$ cat src/rtl/lsu_pkg.sv
// rtl/lsu_pkg.sv - shared funct3 codes, state and access-size types for the load/store unit
package lsu_pkg;

  localparam logic [2:0] F3_B  = 3'b000;
  localparam logic [2:0] F3_H  = 3'b001;
  localparam logic [2:0] F3_W  = 3'b010;
  localparam logic [2:0] F3_BU = 3'b100;
  localparam logic [2:0] F3_HU = 3'b101;

  typedef enum logic [1:0] {IDLE, ACCESS, LOAD_RESP} lsu_state_t;

  typedef enum logic [1:0] {SZ_B, SZ_H, SZ_W} lsu_size_t;

  // Unsigned byte/half codes only exist for loads; a store with those codes is a word store.
  function automatic lsu_size_t size_of(input logic [2:0] f3, input logic is_load);
    lsu_size_t sz;
    sz = SZ_W;
    if (f3 == F3_B || (is_load && f3 == F3_BU)) begin
      sz = SZ_B;
    end else if (f3 == F3_H || (is_load && f3 == F3_HU)) begin
      sz = SZ_H;
    end
    return sz;
  endfunction

endpackage

$ cat src/rtl/load_store_unit_align.sv
// rtl/load_store_unit_align.sv - extracts and extends the addressed byte/half/word of a load
module load_align
  import lsu_pkg::*;
(
  input  logic [31:0] word,
  input  logic [1:0]  off,
  input  logic [2:0]  funct3,
  output logic [31:0] data
);

  logic [7:0]  byte_v;
  logic [15:0] half_v;

  assign byte_v = word[{off, 3'b000} +: 8];
  assign half_v = word[{off[1], 4'b0000} +: 16];

  // Pick the lane and extend it; unknown codes fall back to a full word.
  always_comb begin
    data = word;
    case (funct3)
      F3_B:    data = {{24{byte_v[7]}}, byte_v};
      F3_H:    data = {{16{half_v[15]}}, half_v};
      F3_BU:   data = {24'h0, byte_v};
      F3_HU:   data = {16'h0, half_v};
      default: data = word;
    endcase
  end

endmodule

$ cat src/rtl/load_store_unit.sv
// rtl/load_store_unit.sv - handshake-driven load/store unit in front of a synchronous data memory
module load_store_unit
  import lsu_pkg::*;
#(
  parameter int DM_ADDRESS = 9,
  parameter int DATA_W     = 32
) (
  input  logic                  clk,
  input  logic                  reset,
  input  logic                  req_valid,
  output logic                  req_ready,
  input  logic                  mem_read,
  input  logic                  mem_write,
  input  logic [2:0]            funct3,
  input  logic [31:0]           addr,
  input  logic [DATA_W-1:0]     wdata,
  output logic                  resp_valid,
  output logic [DATA_W-1:0]     rdata,
  output logic                  misaligned,
  output logic                  stall,
  output logic [DM_ADDRESS-1:0] dm_addr,
  output logic                  dm_we,
  output logic [3:0]            dm_be,
  output logic [DATA_W-1:0]     dm_wdata,
  input  logic [DATA_W-1:0]     dm_rdata
);

  lsu_state_t              state, state_n;
  logic [DM_ADDRESS+1:0]   addr_q;
  logic [2:0]              f3_q;
  logic [DATA_W-1:0]       wdata_q;
  logic                    is_load_q;
  logic [DATA_W-1:0]       rdata_q;
  logic [DATA_W-1:0]       load_data;
  logic [1:0]              off;
  lsu_size_t               sz;
  logic                    mis;
  logic                    accept;

  // Upper address bits lie outside the data memory and are intentionally ignored.
  logic unused_addr_bits;
  assign unused_addr_bits = ^addr[31:DM_ADDRESS+2];

  assign off       = addr_q[1:0];
  assign sz        = size_of(f3_q, is_load_q);
  assign mis       = (sz == SZ_H && off[0]) || (sz == SZ_W && off != 2'b00);
  assign accept    = req_valid && req_ready && (mem_read || mem_write);
  assign req_ready = (state == IDLE);
  assign stall     = (state != IDLE);
  assign dm_addr   = addr_q[DM_ADDRESS+1:2];

  load_align u_align (
    .word   (dm_rdata),
    .off    (off),
    .funct3 (f3_q),
    .data   (load_data)
  );

  // State register, request capture, and held load result.
  always_ff @(posedge clk) begin
    if (reset) begin
      state     <= IDLE;
      addr_q    <= '0;
      f3_q      <= '0;
      wdata_q   <= '0;
      is_load_q <= 1'b0;
      rdata_q   <= '0;
    end else begin
      state <= state_n;
      if (accept) begin
        addr_q    <= addr[DM_ADDRESS+1:0];
        f3_q      <= funct3;
        wdata_q   <= wdata;
        is_load_q <= mem_read;
      end
      if (state == LOAD_RESP) begin
        rdata_q <= load_data;
      end
    end
  end

  // Next state, memory strobes and response; reset suppresses any in-flight response or write.
  always_comb begin
    state_n    = state;
    dm_we      = 1'b0;
    dm_be      = 4'b0000;
    dm_wdata   = '0;
    resp_valid = 1'b0;
    misaligned = 1'b0;
    rdata      = rdata_q;
    case (state)
      IDLE: begin
        if (accept) state_n = ACCESS;
      end
      ACCESS: begin
        state_n = (is_load_q && !mis) ? LOAD_RESP : IDLE;
        if (mis) begin
          resp_valid = 1'b1;
          misaligned = 1'b1;
          rdata      = '0;
        end else if (!is_load_q) begin
          dm_we      = 1'b1;
          resp_valid = 1'b1;
          case (sz)
            SZ_B: begin
              dm_be    = 4'b0001 << off;
              dm_wdata = {4{wdata_q[7:0]}};
            end
            SZ_H: begin
              dm_be    = off[1] ? 4'b1100 : 4'b0011;
              dm_wdata = {2{wdata_q[15:0]}};
            end
            default: begin
              dm_be    = 4'b1111;
              dm_wdata = wdata_q;
            end
          endcase
        end
      end
      LOAD_RESP: begin
        state_n    = IDLE;
        resp_valid = 1'b1;
        rdata      = load_data;
      end
      default: state_n = IDLE;
    endcase
    if (reset) begin
      dm_we      = 1'b0;
      dm_be      = 4'b0000;
      resp_valid = 1'b0;
      misaligned = 1'b0;
      rdata      = '0;
    end
  end

endmodule

$ cat config.mk
export PLATFORM = sky130hd
export DESIGN_NAME = load_store_unit
export DESIGN_NICKNAME = d
export VERILOG_FILES = /design/src/rtl/lsu_pkg.sv /design/src/rtl/load_store_unit_align.sv /design/src/rtl/load_store_unit.sv
export SDC_FILE = /design/constraint.sdc
export NUM_CORES = 1
export LEC_CHECK = 0
export ABC_CLOCK_PERIOD_IN_PS = 3000
export BUFFER_PORTS_ARGS = -buffer_cell sky130_fd_sc_hd__buf_2
export CORE_AREA = 2 2 72 125
export CTS_BUF_LIST = sky130_fd_sc_hd__clkbuf_4 sky130_fd_sc_hd__clkbuf_8
export DETAILED_ROUTE_END_ITERATION = 7
export DIE_AREA = 0 0 74 127
export PLACE_DENSITY = 0.87
export SLEW_MARGIN = 20
export SYNTH_ARGS = -nofsm -noshare
export SYNTH_HDL_FRONTEND = slang
export SYNTH_SLANG_ARGS = --single-unit
$ cat constraint.sdc
create_clock -name clk -period 3 [get_ports clk]
set_input_delay 0.45 -clock clk [delete_from_list [all_inputs] [get_ports clk]]
set_output_delay 0.45 -clock clk [all_outputs]
set_load 0.02 [all_outputs]
=== Word-level counts from Yosys, hierarchy flattened ===
Cells that the tools add are included.

* Logic and storage cells: 63
* Output and inout bits: 82
* Input port bits: 104
* Register bits: 81

* Eq/ne operators: 8
* Muxes and demuxes: 29
* Shift operators: 3
* Reduce and logical (&&, ||, !) cells: 17

{| class="wikitable"
|+ Operators with widths
! kind !! count
|-
| 2-to-1 mux 32 bit || 5
|-
| case mux 32 bit (2 select lines) || 2
|-
| case mux 32 bit (4 select lines) || 1
|-
| indexed part select 32 x 6 -> 16 bit || 1
|-
| indexed part select 32 x 6 -> 8 bit || 1
|-
| 2-to-1 mux 4 bit || 5
|-
| 2-to-1 mux 1 bit || 9
|-
| 2-to-1 mux 2 bit || 4
|-
| case mux 4 bit (2 select lines) || 1
|-
| logical AND 1 bit || 7
|-
| equality test 3 bit, second input constant || 2
|-
| equality test 2 x 1 -> 1 bit, second input constant || 2
|-
| equality test 2 bit, second input constant || 2
|-
| logical NOT 2 bit || 2
|-
| logical OR 1 bit || 4
|-
| case mux 2 bit (2 select lines) || 1
|-
| nonzero test 2 bit || 2
|-
| << shifter 1 x 2 -> 4 bit, first input constant || 1
|-
| equality test 3 x 1 -> 1 bit, second input constant || 1
|-
| logical NOT 3 bit || 1
|-
| inequality test 2 x 1 -> 1 bit, second input constant || 1
|-
| case mux 1 bit (2 select lines) || 1
|-
| logical NOT 1 bit || 1
|}

=== Logic depth before layout (Yosys ltp) ===
* Depth in word-level cells: 12
* Gate-level depth with buffers: 8
* Gate-level depth less buffers: 6

=== Hierarchy ===
Synthesis repeated with hierarchy kept, for this count alone.

* Cell total of the unflattened synthesis: 691
* Area, all modules: 4966.0 sq um

{| class="wikitable"
|+ By module, submodules not included
! module !! seq. area each (sq um) !! times used !! cells each !! area each (sq um)
|-
| load_store_unit || 1621.6 || 1 || 571 || 4063.9
|-
| load_align || 0.0 || 1 || 120 || 902.1
|}

=== Worst setup path after synthesis ===
OpenSTA, ideal clock, no wires.

* Path type: register -> output
* From: register state[0]
* To: output port rdata[30]
* Data arrival time: 1.715 ns
* Data required time: 2.550 ns
* Cell stages (with the launch flop): 9
* Path slack: 0.835 ns
* Path buffers: 2
* Cell sequence: dfxtp_1 -> inv_1 -> ha_1 -> buf_2 -> inv_1 -> nor2_1 -> clkbuf_1 -> o21ai_0 -> o2bb2ai_1

* Word-level cells in the longest chain between the ends: 3
* Elaborated cells on any way between the ends: 4
* Classes of those cells: eq/ne (2); mux (2)

{| class="wikitable"
|+ RTL lines
! element !! line !! text
|-
| start: declaration || load_store_unit.sv:28 || <nowiki>lsu_state_t state, state_n;</nowiki>
|-
| start signal: assignment || load_store_unit.sv:69 || <nowiki>state <= state_n;</nowiki>
|-
| equality test 2 bit or equality test 2 x 1 -> 1 bit (tied branches) || load_store_unit.sv:91 || <nowiki>case (state)</nowiki>
|-
| case mux 32 bit (2 select lines) (*) || load_store_unit.sv:91 ||
|-
| 2-to-1 mux 32 bit (*) || load_store_unit.sv:127 || <nowiki>if (reset) begin</nowiki>
|-
| end: declaration || load_store_unit.sv:18 || <nowiki>output logic [DATA_W-1:0] rdata,</nowiki>
|}

Every way passes the cells marked *; elsewhere a longest branch is shown, timed or not.

=== Worst setup path after layout ===
* From: register state[0]
* To: output port rdata[15]

Same word-level chain as after synthesis.

==> metrics <==
status=complete, no violations; setup slack after layout=165 ps; maximum number of pins on one net before global-route repair=62; register share of total power=0.456; Yosys Warn Count=0; Setup WS pre-CTS=398 ps; net switching power figure=0.000772 W; Storage cell area=1620 sq um; post-synthesis cell area=between 4000 and 5000 sq um; Die Footprint=9400 sq um; Net Sw Frac=0.304; r2r startpoint=addr_q[1]; RSZ-0062 raised after global routing=no; # nets final=803; Comb power frac=0.207; Hold Fails Final Rpt=0; post-synthesis mux area share=0.0789; via density per instance=approximately 5.7; reg2reg end=rdata_q[31]; crit path DAT=2390 ps; WP data required=between 2000 and 3000 ps; worst hold endpoint=wdata_q[22]; root buf cell=clkbuf_8; FILL cells=700; register area share after synthesis=0.368; chip height=127 microns; Post-Synthesis Cells=566; Leakage=2.33 nW; multi-input logic area=between 2000 and 2500 sq um; clk_lat worst skew=360 ps; fmax=0.353 GHz; FF-to-FF setup slack=980 ps; complex-gate fraction of the synthesized area=0.282; Final HPWL DP=about 9700 microns; # rows=44; Post-Synth XOR/XNOR Area=0; largest family of logic cells by synthesized area=compound AO/OA/AOI/OAI gates; Mapped Nets=673; Final Setup Violations=0; Core ar.=8310 sq um; Hold Path Cell Cnt=3; Antenna Nets Post-Route=0; worst r2r path cells=5; WS Path Type=reg -> out; Clk pwr share=0.337; vias in the first global route=4433; number of synthesized flops with an enable pin=0; H-tree depth=3; Distinct cells, synth=45; first-pass detailed-route iteration total=5; Placer Congestion=between 0.9 and 1; Peak VDD IR=about 340 uV; initial antenna violation count=0; power density over the cells=472 nW/um^2; Setup Fix Bufs, Post-CTS=0; Final Max Tran Viols=0; GRT Resource Usage Total=0.277; Simple-Gate Fraction of Synth Area=0.176; WL/cell=approximately 16 microns; Slowest cell on crit path=o22ai_4; CP startpoint kind=flop; total gr overflow=0; Min-Delay Path Class=in -> reg; Hold-fix buffers, CTS=0; drt initial violations=roughly 300; max incr delay on CP=between 500 and 600 ps; starting density of the core=0.530; share of cells above drive strength 1=0.297; Least-Margin Pin Slew=683 ps; CTS tree=done; DRC viols=0; Reg clk slew, reported paths=80 ps; period utilization=0.945; total number of vias=4640; clock tree buffer depth=2; global-route wire length before repair=20400 microns; synth-to-layout area growth=22.0%; Int Pwr=around 0.0018 W; ys async rst share=0; crit path capture type=output port; Synth Area per Inst=7.79 sq um; flops & latches, synth=81; worst-path fanout max=19; I/O pins=186; prevailing post-synth register cell=dfxtp_1; Total Wirelength=13300 microns; ANT cells=0; Setup Skew=roughly 7.8 ps; number of I/O port buffers=164; minimum clock period=2840 ps; Chip Width=74 microns; post-synthesis adder-cell area fraction=0.00852; CP Cell Sequence=inv_1 > ha_1 > o22ai_4 > buf_4 > o2bb2ai_1 > buf_2; MaxCap Viol Count=0; total CTS buffers=9; Max-slew headroom=0.543; final setup TNS=0 ps; clk sinks=81; hold_sp=wdata[22]
## cells in the final DEF (no fill, tap or decap), types with 9 or more instances in the layout
cell type / count
o21ai_0: 44
o22ai_1: 9
nor2_1: 45
buf_4: 13
a32o_1: 14
dfxtp_1: 81
nand2_1: 124
a21oi_1: 53
clkbuf_8: 9
inv_1: 15
mux2i_1: 30
a211oi_1: 13
buf_2: 164
o2bb2ai_1: 25
## registers in the layout, summed over array words and instances, names as in the netlist
signal and count:
wdata_q 32, rdata_q 32, state 2, addr_q 11, f3_q 3, is_load_q 1
## cells in the mapped netlist (2+ instances only)
cell       number  area, sq um
buf_2          26          130
o21ai_0        44          220
o22ai_1         9         56.3
dfxtp_1        81         1620
ha_1            3         37.5
o2bb2ai_1      25          219
o221ai_1        5         43.8
nor2_1         45          169
nand3_1         2         10.0
o31ai_1         2         15.0
inv_1          15         56.3
nand2_1       124          465
a222oi_1        2         20.0
a2bb2oi_1       7         61.3
a211oi_1       13         97.6
mux2i_1        30          300
clkbuf_1       13         48.8
mux2_2          3         33.8
nand2b_1        7         43.8
buf_4          11         82.6
or2_2           2         12.5
a32o_1         14          140
buf_6           4         45.0
buf_1           4         15.0
a21oi_1        54          270
a31oi_1         2         12.5
## worst max-delay path by stage
stage | from | to | slack (ps) | cells after the start
after floorplan | state[0] | rdata[30] | 840 | 8
after global placement | state[0] | rdata[15] | 450 | 6
after detailed placement | state[0] | rdata[15] | 400 | 6
after CTS | addr_q[1] | rdata[17] | 120 | 6
after global routing | state[0] | rdata[7] | 40 | 6
final | state[0] | rdata[15] | 160 | 6
## power groups by stage
stage               Combinational (W)  Clock [W]  Sequential (W)
global placement             0.000503          0         0.00118
finish                       0.000526   0.000855         0.00116
floorplan                    0.000378          0         0.00117
CTS                          0.000520   0.000863         0.00116
detailed placement           0.000515          0         0.00118
global route                 0.000573   0.000906         0.00116
## worst max-delay path, delay by kind of cell (launching register included)
family / cells / cell delay, ps
DFF: 1 / 360
buffers and inverters: 3 / 580
AOI/OAI and AO/OA: 2 / 690
adders and majority gates: 1 / 390
## kinds of logic after synthesis
| kind of cell | count (synthesis) |
|---|---|
| and+or+nand+nor | 188 |
| AOI/OAI and AO/OA | 186 |
| DFF | 81 |
| buffers and inverters | 74 |
| muxes | 34 |
| adders and majority gates | 3 |
## per-layer routing
metal / up-vias / wire length, microns / global-route usage
met1: 2118 / 4780 / 0.285
met2: 246 / 6970 / 0.503
met4: 0 / 488 / 0.141
li1: 2239 / - / -
met3: 37 / 1050 / 0.0647
met5: - / 0 / 0
## final cells by class
cell class,instances,area share
timing repair buffer,177,0.171
tap,115,0.0268
clock buffer,9,0.0230
multi-input combinational,411,0.451
inverter,16,0.0112
sequential,81,0.302
clock inverter,7,0.0158
## stage by stage
| stage | area, sq um | power, W | util | hold WS (ps) | cells |
|---|---|---|---|---|---|
| 2_1_floorplan | 4410 | 0.00154 | - | 426 | 566 |
| 3_3_place_gp | 5150 | 0.00168 | 0.620 | 436 | 800 |
| 3_5_place_dp | 5150 | 0.00170 | 0.620 | 444 | 800 |
| 4_1_cts | 5370 | 0.00254 | 0.646 | 315 | 816 |
| 5_1_grt | 5380 | 0.00264 | 0.647 | 328 | 816 |
| 6_report | 5380 | 0.00254 | 0.647 | 322 | 816 |
## what timing repair did
| action | in CTS | in global routing |
|---|---|---|
| gates cloned | 0 | 0 |
| setup endpoints to repair | 3 | 15 |
| hold endpoints to repair | 0 | 0 |
| resized for setup | 1 | 1 |
Power figures use the tool's default switching activity.
